==> src/rtl/day_12_line_parser.sv <==
`default_nettype none
`timescale 1ns/1ps
// ============================================================================
// Module   : day_12_line_parser
// Brief    : ASCII AXI-Stream front end that turns "WxH: c0 .. c5" region
//            lines into one dimensions word followed by N_SHAPES count words.
// Revision : 1.0  initial release
// ============================================================================
module day_12_line_parser #(
    parameter int DIGIT_SAT = 255,
    parameter int N_SHAPES  = 6
) (
    input  logic        clk,
    input  logic        rst,
    input  logic        s_tvalid,
    output logic        s_tready,
    input  logic [7:0]  s_tdata,
    output logic        m_tvalid,
    input  logic        m_tready,
    output logic [31:0] m_tdata,
    output logic [15:0] region_cnt,
    output logic        err
);

    localparam int                   c_IDX_W = $clog2(N_SHAPES + 1);
    localparam logic [c_IDX_W-1:0]   c_N     = c_IDX_W'(N_SHAPES);
    localparam logic [11:0]          c_SAT   = 12'(DIGIT_SAT);

    typedef enum logic [2:0] {
        S_LINE = 3'd0,
        S_W    = 3'd1,
        S_H    = 3'd2,
        S_CNT  = 3'd3,
        S_PAD  = 3'd4,
        S_SKIP = 3'd5
    } state_t;

    state_t               r_state, w_state_nxt;
    logic [7:0]           r_acc, w_acc_nxt;
    logic [7:0]           r_w, w_w_nxt;
    logic                 r_have_digit, w_have_digit_nxt;
    logic [c_IDX_W-1:0]   r_idx, w_idx_nxt;
    logic                 r_m_tvalid;
    logic [31:0]          r_m_tdata;
    logic [15:0]          r_region_cnt;
    logic                 r_err;

    logic                 w_emit;
    logic [31:0]          w_emit_data;
    logic                 w_err_set;
    logic                 w_region_inc;
    logic                 w_accept;
    logic                 w_is_digit, w_is_cr, w_is_nl, w_is_x, w_is_colon, w_is_space;
    logic [c_IDX_W-1:0]   w_idx_inc;
    logic [c_IDX_W-1:0]   w_idx_after;

    // Full-width product so the saturation compare sees the true value.
    function automatic logic [7:0] f_accum(input logic [7:0] base, input logic [3:0] d);
        logic [11:0] p;
        p = ({4'b0, base} * 12'd10) + {8'b0, d};
        return (p > c_SAT) ? c_SAT[7:0] : p[7:0];
    endfunction

    assign s_tready   = !r_m_tvalid && (r_state != S_PAD) && !rst;
    assign m_tvalid   = r_m_tvalid;
    assign m_tdata    = r_m_tdata;
    assign region_cnt = r_region_cnt;
    assign err        = r_err;

    assign w_accept   = s_tvalid && s_tready;
    assign w_is_digit = (s_tdata >= 8'h30) && (s_tdata <= 8'h39);
    assign w_is_cr    = (s_tdata == 8'h0D);
    assign w_is_nl    = (s_tdata == 8'h0A);
    assign w_is_x     = (s_tdata == 8'h78);
    assign w_is_colon = (s_tdata == 8'h3A);
    assign w_is_space = (s_tdata == 8'h20);
    assign w_idx_inc  = (r_idx == c_N) ? r_idx : r_idx + 1'b1;
    assign w_idx_after = r_have_digit ? w_idx_inc : r_idx;

    always_comb begin
        w_state_nxt      = r_state;
        w_acc_nxt        = r_acc;
        w_w_nxt          = r_w;
        w_have_digit_nxt = r_have_digit;
        w_idx_nxt        = r_idx;
        w_emit           = 1'b0;
        w_emit_data      = 32'd0;
        w_err_set        = 1'b0;
        w_region_inc     = 1'b0;

        if (r_state == S_PAD) begin
            // Padding waits for each zero word to drain before issuing the next.
            if (!r_m_tvalid) begin
                if (r_idx < c_N) begin
                    w_emit    = 1'b1;
                    w_idx_nxt = w_idx_inc;
                    if (w_idx_inc == c_N) w_state_nxt = S_LINE;
                end else begin
                    w_state_nxt = S_LINE;
                end
            end
        end else if (w_accept && !w_is_cr) begin
            case (r_state)
                S_LINE: begin
                    if (w_is_digit) begin
                        w_acc_nxt        = f_accum(8'd0, s_tdata[3:0]);
                        w_have_digit_nxt = 1'b0;
                        w_state_nxt      = S_W;
                    end else if (!w_is_nl) begin
                        w_state_nxt = S_SKIP;
                    end
                end
                S_W: begin
                    if (w_is_digit) begin
                        w_acc_nxt = f_accum(r_acc, s_tdata[3:0]);
                    end else if (w_is_x) begin
                        w_w_nxt          = r_acc;
                        w_acc_nxt        = 8'd0;
                        w_have_digit_nxt = 1'b0;
                        w_state_nxt      = S_H;
                    end else if (w_is_nl) begin
                        w_state_nxt = S_LINE;
                    end else begin
                        w_state_nxt = S_SKIP;
                    end
                end
                S_H: begin
                    if (w_is_digit) begin
                        w_acc_nxt        = f_accum(r_acc, s_tdata[3:0]);
                        w_have_digit_nxt = 1'b1;
                    end else if (w_is_colon && r_have_digit) begin
                        w_emit           = 1'b1;
                        w_emit_data      = {16'b0, r_w, r_acc};
                        w_region_inc     = 1'b1;
                        w_idx_nxt        = '0;
                        w_acc_nxt        = 8'd0;
                        w_have_digit_nxt = 1'b0;
                        w_state_nxt      = S_CNT;
                    end else begin
                        w_err_set   = 1'b1;
                        w_state_nxt = w_is_nl ? S_LINE : S_SKIP;
                    end
                end
                S_CNT: begin
                    if (w_is_digit) begin
                        w_acc_nxt        = f_accum(r_acc, s_tdata[3:0]);
                        w_have_digit_nxt = 1'b1;
                    end else if (w_is_space || w_is_nl) begin
                        if (r_have_digit) begin
                            if (r_idx < c_N) begin
                                w_emit      = 1'b1;
                                w_emit_data = {24'b0, r_acc};
                            end else begin
                                w_err_set = 1'b1;
                            end
                            w_idx_nxt        = w_idx_inc;
                            w_acc_nxt        = 8'd0;
                            w_have_digit_nxt = 1'b0;
                        end
                        if (w_is_nl) begin
                            if (w_idx_after < c_N) begin
                                w_err_set   = 1'b1;
                                w_state_nxt = S_PAD;
                            end else begin
                                w_state_nxt = S_LINE;
                            end
                        end
                    end else begin
                        w_err_set = 1'b1;
                    end
                end
                S_SKIP: begin
                    if (w_is_nl) w_state_nxt = S_LINE;
                end
                default: w_state_nxt = S_LINE;
            endcase
        end
    end

    always_ff @(posedge clk) begin
        if (rst) begin
            r_state      <= S_LINE;
            r_acc        <= 8'd0;
            r_w          <= 8'd0;
            r_have_digit <= 1'b0;
            r_idx        <= '0;
            r_m_tvalid   <= 1'b0;
            r_m_tdata    <= 32'd0;
            r_region_cnt <= 16'd0;
            r_err        <= 1'b0;
        end else begin
            r_state      <= w_state_nxt;
            r_acc        <= w_acc_nxt;
            r_w          <= w_w_nxt;
            r_have_digit <= w_have_digit_nxt;
            r_idx        <= w_idx_nxt;
            r_err        <= r_err | w_err_set;
            r_region_cnt <= r_region_cnt + {15'd0, w_region_inc};
            if (w_emit) begin
                r_m_tvalid <= 1'b1;
                r_m_tdata  <= w_emit_data;
            end else if (r_m_tvalid && m_tready) begin
                r_m_tvalid <= 1'b0;
            end
        end
    end

endmodule
`default_nettype wire
==> config.mk <==
export PLATFORM = sky130hd
export DESIGN_NAME = day_12_line_parser
export DESIGN_NICKNAME = d
export VERILOG_FILES = /design/src/rtl/day_12_line_parser.sv
export SDC_FILE = /design/constraint.sdc
export NUM_CORES = 1
export LEC_CHECK = 0
export CORE_AREA = 2 2 102 104
export CTS_CLUSTER_SIZE = 12
export DETAILED_ROUTE_END_ITERATION = 16
export DIE_AREA = 0 0 104 106
export DONT_BUFFER_PORTS = 1
export SETUP_SLACK_MARGIN = 0.1
export SYNTH_ARGS = -nofsm -noshare
export SYNTH_HDL_FRONTEND = slang
export SYNTH_SLANG_ARGS = --single-unit
==> constraint.sdc <==
create_clock -name clk -period 2.9 [get_ports clk]
set_clock_uncertainty 0.2 [all_clocks]
set_input_delay 0.145 -clock clk [delete_from_list [all_inputs] [get_ports clk]]
set_output_delay 0.145 -clock clk [all_outputs]
set_load 0.01 [all_outputs]
=== Yosys cells after proc, flatten, opt, wreduce, memory -nomap -nowiden ===
Index checks and enable logic that the tools add are counted.

* Memories: 0
* Output and inout port bits: 51
* ROM bits: 0
* Latch bits: 0
* RAM bits: 0
* Bits in registers: 73

* Multiply operators: 1
* Div/mod/pow operators: 0
* Mux-type cells: 83
* Shift operators: 0
* Bitwise operators: 3
* Eq/ne operators: 31
* $lt $le $gt $ge: 6
* Reduce and logical (&&, ||, !) cells: 21
* $add $sub $neg: 3

{| class="wikitable"
|+ Operators with widths
! kind !! number
|-
| $mux W8 || 14
|-
| $mux W3 || 27
|-
| $mux W16 || 4
|-
| $ne A3 B3 Y1 const B || 12
|-
| $pmux W16 S2 || 1
|-
| $pmux W8 S4 || 1
|-
| $mux W1 || 31
|-
| $reduce_and A8 Y1 || 3
|-
| $add A16 B1 Y16 || 1
|-
| $eq A8 B4 Y1 const B || 2
|-
| $eq A8 B6 Y1 const B || 2
|-
| $pmux W3 S5 || 1
|-
| $add A12 B4 Y12 || 1
|-
| $eq A3 B3 Y1 const B || 4
|-
| $gt A12 B8 Y1 const B || 1
|-
| $mul A8 B3 Y11 const B || 1
|-
| $reduce_and A10 Y1 || 1
|-
| $eq A8 B7 Y1 const B || 1
|-
| $ge A8 B6 Y1 const B || 1
|-
| $gt A4 B8 Y1 const B || 1
|-
| $le A8 B6 Y1 const B || 1
|-
| $ne A2 B2 Y1 const B || 4
|-
| $logic_and A1 B1 Y1 || 7
|-
| $eq A3 B2 Y1 const B || 2
|-
| 18 further kinds || 24
|}

=== Longest topological paths before layout ===
Gate-level depths: netlist (run 1).

* Word-level depth: 12
* Gate-level depth with buffers: 11
* Depth with buffers taken out: 10

=== Worst setup path before layout (run 1) ===
Ideal clock, no wire load.

* Path type: register to register
* Start: register r_acc[1]
* End: register r_acc[4]
* Stages on the path, launching flop included: 10
* Setup time: 0.122 ns
* Arrival time: 2.609 ns
* Buffers on the path: 0
* Period minus slack after synthesis: 2.931 ns
* Slack: -0.031 ns
* Required time: 2.578 ns
* Path through: dfxtp_1 -> ha_1 -> ha_1 -> fa_1 -> xnor2_1 -> nor2_1 -> nor4b_1 -> mux2i_1 -> o21a_1 -> a221o_1

* Word-level cells in the longest chain between the ends: 6
* Elaborated cells between the ends (all ways): 8

{| class="wikitable"
|+ Ends and longest elaborated chain
! what !! line !! text
|-
| start, declared || 39 || <nowiki>logic [7:0] r_acc, w_acc_nxt;</nowiki>
|-
| start signal, assigned || 193 || <nowiki>r_acc <= w_acc_nxt;</nowiki>
|-
| $mul A8 B3 Y11 (*) || 60 || <nowiki>p = ({4'b0, base} * 12'd10) + {8'b0, d};</nowiki>
|-
| $add A12 B4 Y12 (*) || 60 ||
|-
| $gt A12 B8 Y1 || 61 || <nowiki>return (p > c_SAT) ? c_SAT[7:0] : p[7:0];</nowiki>
|-
| $mux W8 (*) || 61 ||
|-
| $mux W8 (on tied branches) || 145, 114, 128 ||
|-
| $pmux W8 S4 (*) || 103 || <nowiki>case (r_state)</nowiki>
|}

Every way passes the cells marked *; elsewhere a longest branch is shown, timed or not.
A chain may end at the register's enable or synchronous reset.

=== Final worst setup path (run 1) ===
* Start: register r_acc[3]
* End: register r_acc[7]

Same word-level chain as after synthesis.

==> results of run 1 <==
area by class of cell:
type	instances	area, um2	share of cell area [%]
clock inverter	5	55.1	1.37
timing repair buffer	33	275	6.87
sequential	57	1140	28.6
multi-input combinational	303	2180	54.5
inverter	9	33.8	0.843
clock buffer	11	141	3.53
tap	136	170	4.25
through the flow:
step           std cells  hold slack [ps]  power [mW]  area [um2]
6_report             554             33.4        2.19        4010
5_1_grt              554             31.9        2.31        4010
4_1_cts              552            0.211        2.19        3920
3_5_place_dp         526             20.1        1.42        3590
3_3_place_gp         526             17.8        1.42        3590
2_1_floorplan        396              145        1.30        3450
registers in the layout, indices dropped and copies added, names as in the netlist:
| register | flops |
|---|---|
| err | 1 |
| m_tdata | 16 |
| m_tvalid | 1 |
| r_acc | 8 |
| r_have_digit | 1 |
| r_idx | 3 |
| r_state | 3 |
| r_w | 8 |
| region_cnt | 16 |
Yosys cell counts (3+ instances only):
| library cell | instances | share of area (%) |
|---|---|---|
| dfxtp_1 | 57 | 34 |
| nor2_1 | 40 | 4.4 |
| a21oi_1 | 23 | 3.4 |
| ha_1 | 19 | 7.0 |
| nand2_1 | 18 | 2.0 |
| o21ai_0 | 18 | 2.7 |
| a22o_1 | 17 | 4.4 |
| buf_4 | 17 | 3.8 |
| nand3_1 | 16 | 2.4 |
| mux2i_1 | 10 | 3.0 |
| xnor2_1 | 10 | 2.6 |
| inv_1 | 9 | 1.0 |
| nor3_1 | 8 | 1.2 |
| xor2_1 | 7 | 1.8 |
| and3_1 | 6 | 1.1 |
| clkbuf_1 | 6 | 0.67 |
| nand4_1 | 6 | 1.1 |
| nor2b_1 | 5 | 0.92 |
| a21o_1 | 4 | 0.89 |
| nand2b_1 | 4 | 0.74 |
| o211ai_1 | 4 | 0.89 |
| or3_1 | 4 | 0.74 |
| or4_1 | 4 | 0.89 |
| a221o_1 | 3 | 0.89 |
| a221oi_1 | 3 | 0.78 |
| a31oi_1 | 3 | 0.55 |
| nor4b_1 | 3 | 0.78 |
| o21bai_1 | 3 | 0.67 |
| o31ai_1 | 3 | 0.67 |
worst paths after layout:
kind / from / to / slack, ps / cells after the start
worst max-delay path: r_acc[3] / r_acc[7] / 180 / 10
worst min-delay path: s_tvalid / r_have_digit / 30 / 5
worst max register to register: r_acc[3] / r_acc[7] / 180 / 10
worst min register to register: r_w[1] / m_tdata[9] / 280 / 1
critical path, delay by kind of cell (launching register included):
kind,cells,cell delay [ps]
AOI/OAI and AO/OA,4,950
adders and majority gates,2,580
buffers and inverters,3,450
DFF,1,340
muxes,1,100
routing by layer:
metal,vias to the layer above,GRT usage (%),part of all wire (%)
li1,1443,-,-
met1,1401,19.7,44
met2,79,26.6,48
met3,9,4.66,6.9
met4,0,6.08,1.3
met5,-,0,0
timing repair:
item,in CTS,in global routing
buffers inserted,3,2
hold buffers,7,0
setup endpoints to repair,8,15
pin swaps,1,9
gates resized for setup,7,18
hold endpoints to repair,37,0
cells in the final DEF, fill, tap and decap left out, drive strengths merged, types with 5 or more instances in the layout:
| cell | synthesis | final |
|---|---|---|
| dfxtp | 57 | 57 |
| nor2 | 40 | 40 |
| buf | 19 | 27 |
| a21oi | 24 | 24 |
| o21ai | 22 | 22 |
| ha | 19 | 19 |
| nand2 | 18 | 18 |
| a22o | 17 | 17 |
| conb | 1 | 16 |
| nand3 | 16 | 16 |
| clkbuf | 8 | 11 |
| xnor2 | 10 | 10 |
| mux2i | 10 | 10 |
| inv | 9 | 9 |
| nor3 | 9 | 9 |
| xor2 | 7 | 7 |
| nand4 | 7 | 7 |
| dlygate4sd3 | 0 | 6 |
| and3 | 6 | 6 |
| a21o | 6 | 6 |
| nor2b | 5 | 5 |
| or3 | 5 | 5 |
cells by family (layout without fill, tap and decap cells):
logic type / after synthesis / after routing
flip-flops: 57 / 57
AND/OR/NAND/NOR: 136 / 136
buffers and inverters: 36 / 58
adder cells (fa/ha/maj): 21 / 21
AO/OA/AOI/OAI: 103 / 103
multiplexers: 10 / 10
other: 1 / 16
XOR/XNOR: 17 / 17
power by group through the flow:
| stage | Clock [mW] | Combinational, mW | Sequential (mW) |
|---|---|---|---|
| after CTS | 0.757 | 0.602 | 0.829 |
| final | 0.735 | 0.620 | 0.831 |
| after floorplan | 0 | 0.443 | 0.854 |
| after detailed placement | 0 | 0.579 | 0.846 |
| after global placement | 0 | 0.577 | 0.845 |
| after global routing | 0.788 | 0.689 | 0.834 |
==> metrics.yaml, run 1 <==
outcome:
  status: "finished clean"
clock_network:
  clkSlewWorstSetupHoldPaths_ps: 70
  cts_buffer_depth: 2
  cts_made_buffers: 9
  cts_sinks: 57
  htree_levels: 3
  root_buffer: "clkbuf_8"
  clk_latency_ps: 340
  cts_tree: "built"
global_routing:
  gr-total-overflow: 0
  grt_pass1_wl_um: 14200
  track_usage_pct: 16.0
  grt_start_max_net_pins: 40
  grt_antenna_before_repair: 0
  first_global_vias: 2827
routing:
  wl_per_cell_um: 15.7
  first_pass_iters: 4
  vias: 2932
  drcViolationCount: 0
  viasPerCell: 5.29
  drt_iter0_drc: 226
  ant_nets: 0
  drt_wl_total_um: 8690
setup_path:
  slowest_stage: "dfxtp_2"
  critPathArrivalTime_ps: 2740
  critical_path_class: "reg -> reg"
  crit_chain: "buf_4 -> ha_1 -> ha_4 -> buf_4 -> a211oi_4 -> buf_4 -> o211a_1 -> mux2i_2 -> o21a_1 -> a221o_1"
  cp_max_fo: 5
  cp-end-kind: "flip-flop"
  cp-start-kind: "flip-flop"
  cpMostUsedCell: "buf_4"
  required_ps: 2920
  max_stage_delay_ps: 340
timing:
  tightest_slew_ps: 585
  setup_slack_ps: 181
  fin_crit_ps: 2720
  max_freq_ghz: 0.368
  timing.final.crit_share_pct: 93.7
  slew_viol_final: 0
  hold_viol_final: 0
  setup_viol: 0
  grt_setup_unrepaired: "yes"
  slew-limit-headroom_pct: 60.6
  fin_tns_setup_ps: 0
yosys:
  synth_compound_area_share_pct: 21.3
  synthAdderAreaFrac_pct: 8.21
  yosys-mux-area-fraction_pct: 2.96
  synth_warnings: 0
  synth_xor_xnor_area_share_pct: 4.40
  yosys.area_share.simple_pct: 22.7
  async_reset_ff_share_pct: 0
  syn_area_um2: 3380
  synthFlopType: "dfxtp_1"
  ys_seq_area_share_pct: 33.7
  synth_edf_count: 0
  synth_top_family_by_area: "simple AND/OR/NAND/NOR gates"
  synth_seq_cells: 57
  syn-instance-count: 381
  avgSynthCellArea_um2: 8.88
  synth.distinct_cells: 65
placed_design:
  gp_congestion: 0.863
  portBuffers: 0
  dp_hpwl_um: 6290
  pre_cts_ws_ps: 17.5
power:
  max-vdd-ir-drop_mv: 0.297
  pwr-share-seq_pct: 38.0
  p_int_mw: 1.48
  leakagePower_nw: 1.62
  p_per_area_nw_per_um2: 546
  combinationalPowerShare_pct: 28.4
  power_switching_mw: 0.707
  clkPwrFrac_pct: 33.6
  switching_share_pct: 32.3
final_layout:
  fillers: 1032
  fin_util_pct: 40.1
  drive_gt1_share_pct: 18.7
  area_growth_syn_to_layout_pct: 18.4
  diodes: 0
  nets: 446
job:
  max_cap_violations: 0
floorplan:
  die_height_um: 106
  rows: 37
  coreArea_um2: 10000
  dieWidth_um: 104
  dieArea_um2: 11000
  initial_core_util_pct: 33.8
  boundaryPins: 63
worst_hold_path:
  hold_class: "in -> reg"
Power figures use the tool's default switching activity.
==> run 2, diff against run 1 <==
RECOVER_POWER = 25   (was not set)
SKIP_CTS_REPAIR_TIMING = 1   (was not set)
==> run 2 against run 1 <==
Effect of this change:
- the run now ends with negative hold slack left
- critical path depth stayed put
- critical path type unchanged
- sequential power hardly changed
- flip-flop and latch count stayed put
- hold slack worse by 37 ps
- total power is 0.11% higher
- worst setup slack worse by 56 ps
- die area stayed put
- count of clock-buffer cells in the layout stayed put
- largest cell class unchanged
- critical endpoint is now r_acc[1]
==> metrics.yaml, run 2 (synthesized netlist as in run 1, its figures left out) <==
final_layout:
  nets: 445
  layout_commonest_cell: "dfxtp_1"
  diodes: 0
  instances_no_fill: 553
  area_growth_syn_to_layout_pct: 18.7
  drive_gt1_share_pct: 19.4
  final_cell_mix: "54 x dfxtp_1, 38 x nor2_1, 25 x buf_4"
power:
  p_per_area_nw_per_um2: 545
  power_switching_mw: 0.709
  p_int_mw: 1.48
  combinationalPowerShare_pct: 28.5
  leakagePower_nw: 1.61
  total_power_mw: 2.19
  clkPwrFrac_pct: 33.5
  pwr-share-seq_pct: 38.0
  switching_share_pct: 32.4
  max-vdd-ir-drop_mv: 0.297
timing:
  slew_viol_final: 0
  hold_viol_final: 1
  timing.final.crit_share_pct: 95.7
  setup_viol: 0
  slew-limit-headroom_pct: 60.1
  grt_setup_unrepaired: "yes"
  fin_crit_ps: 2780
  max_freq_ghz: 0.360
  whs_ps: -3.62
  tightest_slew_ps: 597
clock_network:
  clk_latency_ps: 340
  htree_levels: 3
  cts_made_buffers: 9
  cts_sinks: 57
  cts_buffer_depth: 2
  clkSlewWorstSetupHoldPaths_ps: 70
  root_buffer: "clkbuf_8"
  cts_tree: "built"
setup_path:
  reg2reg_to: "r_acc[1]"
  cp-start-kind: "flip-flop"
  cp_max_fo: 4
  cp-end-kind: "flip-flop"
  rr_worst_depth: 10
  critPathArrivalTime_ps: 2840
  crit_end: "r_acc[1]"
  rr_startpoint: "r_acc[3]"
  critical_path_class: "reg -> reg"
  crit_start: "r_acc[3]"
  r2r_slack_ps: 120
  required_ps: 2960
routing:
  drt_wl_total_um: 8640
  ant_nets: 0
  vias: 2946
  drt_iter0_drc: 208
  drcViolationCount: 0
  wl_per_cell_um: 15.6
  first_pass_iters: 4
  viasPerCell: 5.33
floorplan:
  dieWidth_um: 104
  rows: 37
  die_height_um: 106
  dieArea_um2: 11000
  initial_core_util_pct: 33.8
  coreArea_um2: 10000
  boundaryPins: 63
outcome:
  status: "complete, but fails checks"
  violations: "negative hold slack"
worst_hold_path:
  hold_class: "in -> reg"
  hp-start: "rst"
global_routing:
  grt_start_max_net_pins: 43
  gr-total-overflow: 0
  track_usage_pct: 15.5
  grt_antenna_before_repair: 0
  first_global_vias: 2751
  grt_pass1_wl_um: 13700
job:
  max_cap_violations: 0
placed_design:
  portBuffers: 0
  dp_hpwl_um: 6290
  dpl.cell_count: 526
  gp_congestion: 0.863
-- run 2: worst min path at each step --
stage                     end  slack [ps]  cells after the start
2_1_floorplan             err         140                      2
3_3_place_gp   region_cnt[14]          20                      1
3_5_place_dp   region_cnt[14]          20                      1
4_1_cts        region_cnt[10]        -350                      1
5_1_grt                   err           9                      3
6_report                  err          -4                      3
-- run 2: critical path, cell delays in order (launching register included) --
cell and delay (ps):
dfxtp_2 340, ha_4 240, ha_4 160, fa_2 600, nand2_2 70, nor2_1 100, nor4b_4 250, mux2i_2 350
buf_4 170, o21ai_2 50, a31oi_1 170
-- run 2: area by class of cell --
cell class | instances | area [um2]
fill | 1016 | 5980
multi-input combinational | 303 | 2200
sequential | 57 | 1140
timing repair buffer | 32 | 268
tap | 136 | 170
clock buffer | 11 | 141
clock inverter | 5 | 55.1
inverter | 9 | 33.8
-- run 2: metrics by stage --
step                      TNS [ps]  area (um2)  util, %  setup slack, ps
after detailed placement         0        3590     35.9             17.5
final                            0        4020     40.2              125
after global placement           0        3590     35.9             87.6
after global routing             0        4020     40.2             11.5
after floorplan                  0        3450        -              116
after CTS                    -35.8        3790     37.9            -14.6
-- run 2: metal layers --
metal	routed length, um	GRT usage (%)	vias up
met4	116	6.08	0
met5	0	0	-
met1	3870	18.9	1418
met3	577	5.33	9
met2	4080	25.1	74
li1	-	-	1445
-- run 2: power by group through the flow --
stage	sequential, mW	clock [mW]	combinational (mW)
3_3_place_gp	0.845	0	0.577
3_5_place_dp	0.846	0	0.579
2_1_floorplan	0.854	0	0.443
6_report	0.831	0.733	0.624
4_1_cts	0.829	0.757	0.582
5_1_grt	0.834	0.790	0.690
==> run 3, diff against run 2 <==
CORE_AREA = 2 2 87 122   (was 2 2 102 104)
DIE_AREA = 0 0 89 124   (was 0 0 104 106)
==> run 3 against run 2 <==
Effect of this change:
- the run still ends with negative hold slack left
- combinational power decreased by 2%
- final area increased by 3.1%
- flip-flop and latch count unchanged
- clock power increased by 58%
- critical path type unchanged
==> metrics.yaml, run 3 (synthesized netlist as in run 1, its figures left out) <==
floorplan:
  coreArea_um2: 9900
  boundaryPins: 63
  rows: 43
  dieArea_um2: 11000
  initial_core_util_pct: 34.2
  die_height_um: 124
  dieWidth_um: 89
timing:
  tightest_slew_ps: 588
  slew-limit-headroom_pct: 60.4
  setup_slack_ps: 139
  grt_setup_unrepaired: "yes"
  whs_ps: -0.944
  fin_crit_ps: 2760
  timing.final.crit_share_pct: 95.2
  setup_viol: 0
  max_freq_ghz: 0.362
  hold_viol_final: 1
  slew_viol_final: 0
clock_network:
  htree_levels: 3
  cts_buffer_depth: 2
  clk_latency_ps: 320
  root_buffer: "clkbuf_16"
  cts_tree: "built"
  cts_sinks: 57
  cts_made_buffers: 9
  clkSlewWorstSetupHoldPaths_ps: 60
power:
  max-vdd-ir-drop_mv: 0.287
  total_power_mw: 2.61
  p_per_area_nw_per_um2: 630
  leakagePower_nw: 1.67
placed_design:
  dp_hpwl_um: 6360
  dpl_cell_area_um2: 3590
  pre_cts_ws_ps: 1.00
  dpl.cell_count: 525
  gp_congestion: 0.870
  portBuffers: 0
final_layout:
  area_growth_syn_to_layout_pct: 22.5
  diodes: 0
  nets: 443
  layout_commonest_cell: "dfxtp_1"
  instances_no_fill: 550
  fin_util_pct: 41.9
  regArea_um2: 1150
  multi_input_area_um2: 2210
  drive_gt1_share_pct: 19.0
  fin_area_um2: 4140
  fillers: 982
  final_cell_mix: "52 x dfxtp_1, 40 x nor2_1, 23 x buf_4"
routing:
  drcViolationCount: 0
  wl_per_cell_um: 16.4
  drt_iter0_drc: 189
  viasPerCell: 5.39
  vias: 2967
  drt_wl_total_um: 9040
  first_pass_iters: 4
  ant_nets: 0
worst_hold_path:
  hold_class: "in -> reg"
job:
  max_cap_violations: 0
setup_path:
  critPathArrivalTime_ps: 2770
  cp-end-kind: "flip-flop"
  required_ps: 2910
  cp-start-kind: "flip-flop"
  cp_max_fo: 4
  critical_path_class: "reg -> reg"
global_routing:
  gr-total-overflow: 0
  grt_pass1_wl_um: 13600
  grt_antenna_before_repair: 0
  track_usage_pct: 15.9
  grt_start_max_net_pins: 43
  first_global_vias: 2721
outcome:
  violations: "negative hold slack"
  status: "complete, but fails checks"
-- run 3: cell count changes in the layout (fill, tap and decap cells not counted), sizes merged --
cell / previous run / this run
buf: 26 / 24
bufinv: 1 / 2
clkinvlp: 2 / 1
-- run 3: layout make-up --
cell class                      instances  area share [%]
Multi-Input combinational cell        303            53.4
Timing Repair Buffer                   30            6.10
Inverter                                9           0.815
Sequential cell                        57            27.7
Tap cell                              135            4.08
Clock inverter                          5            1.87
Clock buffer                           11            6.10
-- run 3: final timing paths --
kind | depth (start not counted) | slack, ps | to | start
hold / removal | 3 | -0.9 | err | rst
hold reg to reg | 1 | 280 | m_tdata[15] | r_w[7]
setup reg to reg | 9 | 140 | r_acc[7] | r_acc[3]
setup / recovery | 9 | 140 | r_acc[7] | r_acc[3]
-- run 3: critical path: stages (launching register included) --
cell and delay [ps]:
dfxtp_2 330, ha_4 240, ha_4 170, fa_2 430, a211oi_4 340, buf_4 170
o211a_1 170, mux2i_4 100, o21a_1 230, a221o_1 270
-- run 3: per-stage QoR --
stage | TNS [ps] | hold slack [ps]
after detailed placement | 0 | 20.3
final | 0 | -0.944
after CTS | -36.6 | -324
after global routing | -6.44 | 10.3
after global placement | 0 | 18.6
after floorplan | 0 | 145
-- run 3: routing by layer --
layer,vias up,track usage [%],share of wire [%]
li1,1436,-,-
met1,1446,18.6,40
met2,75,27.7,53
met3,10,4.84,6.1
met4,0,4.38,1.2
met5,-,0,0
-- run 3: where the power goes --
part	leakage, nW	total [mW]	internal (mW)	switching [mW]
registers	0.462	0.837	0.813	0.0236
logic	1.04	0.614	0.247	0.367
clock network	0.162	1.16	0.795	0.363
total	1.67	2.61	1.85	0.754
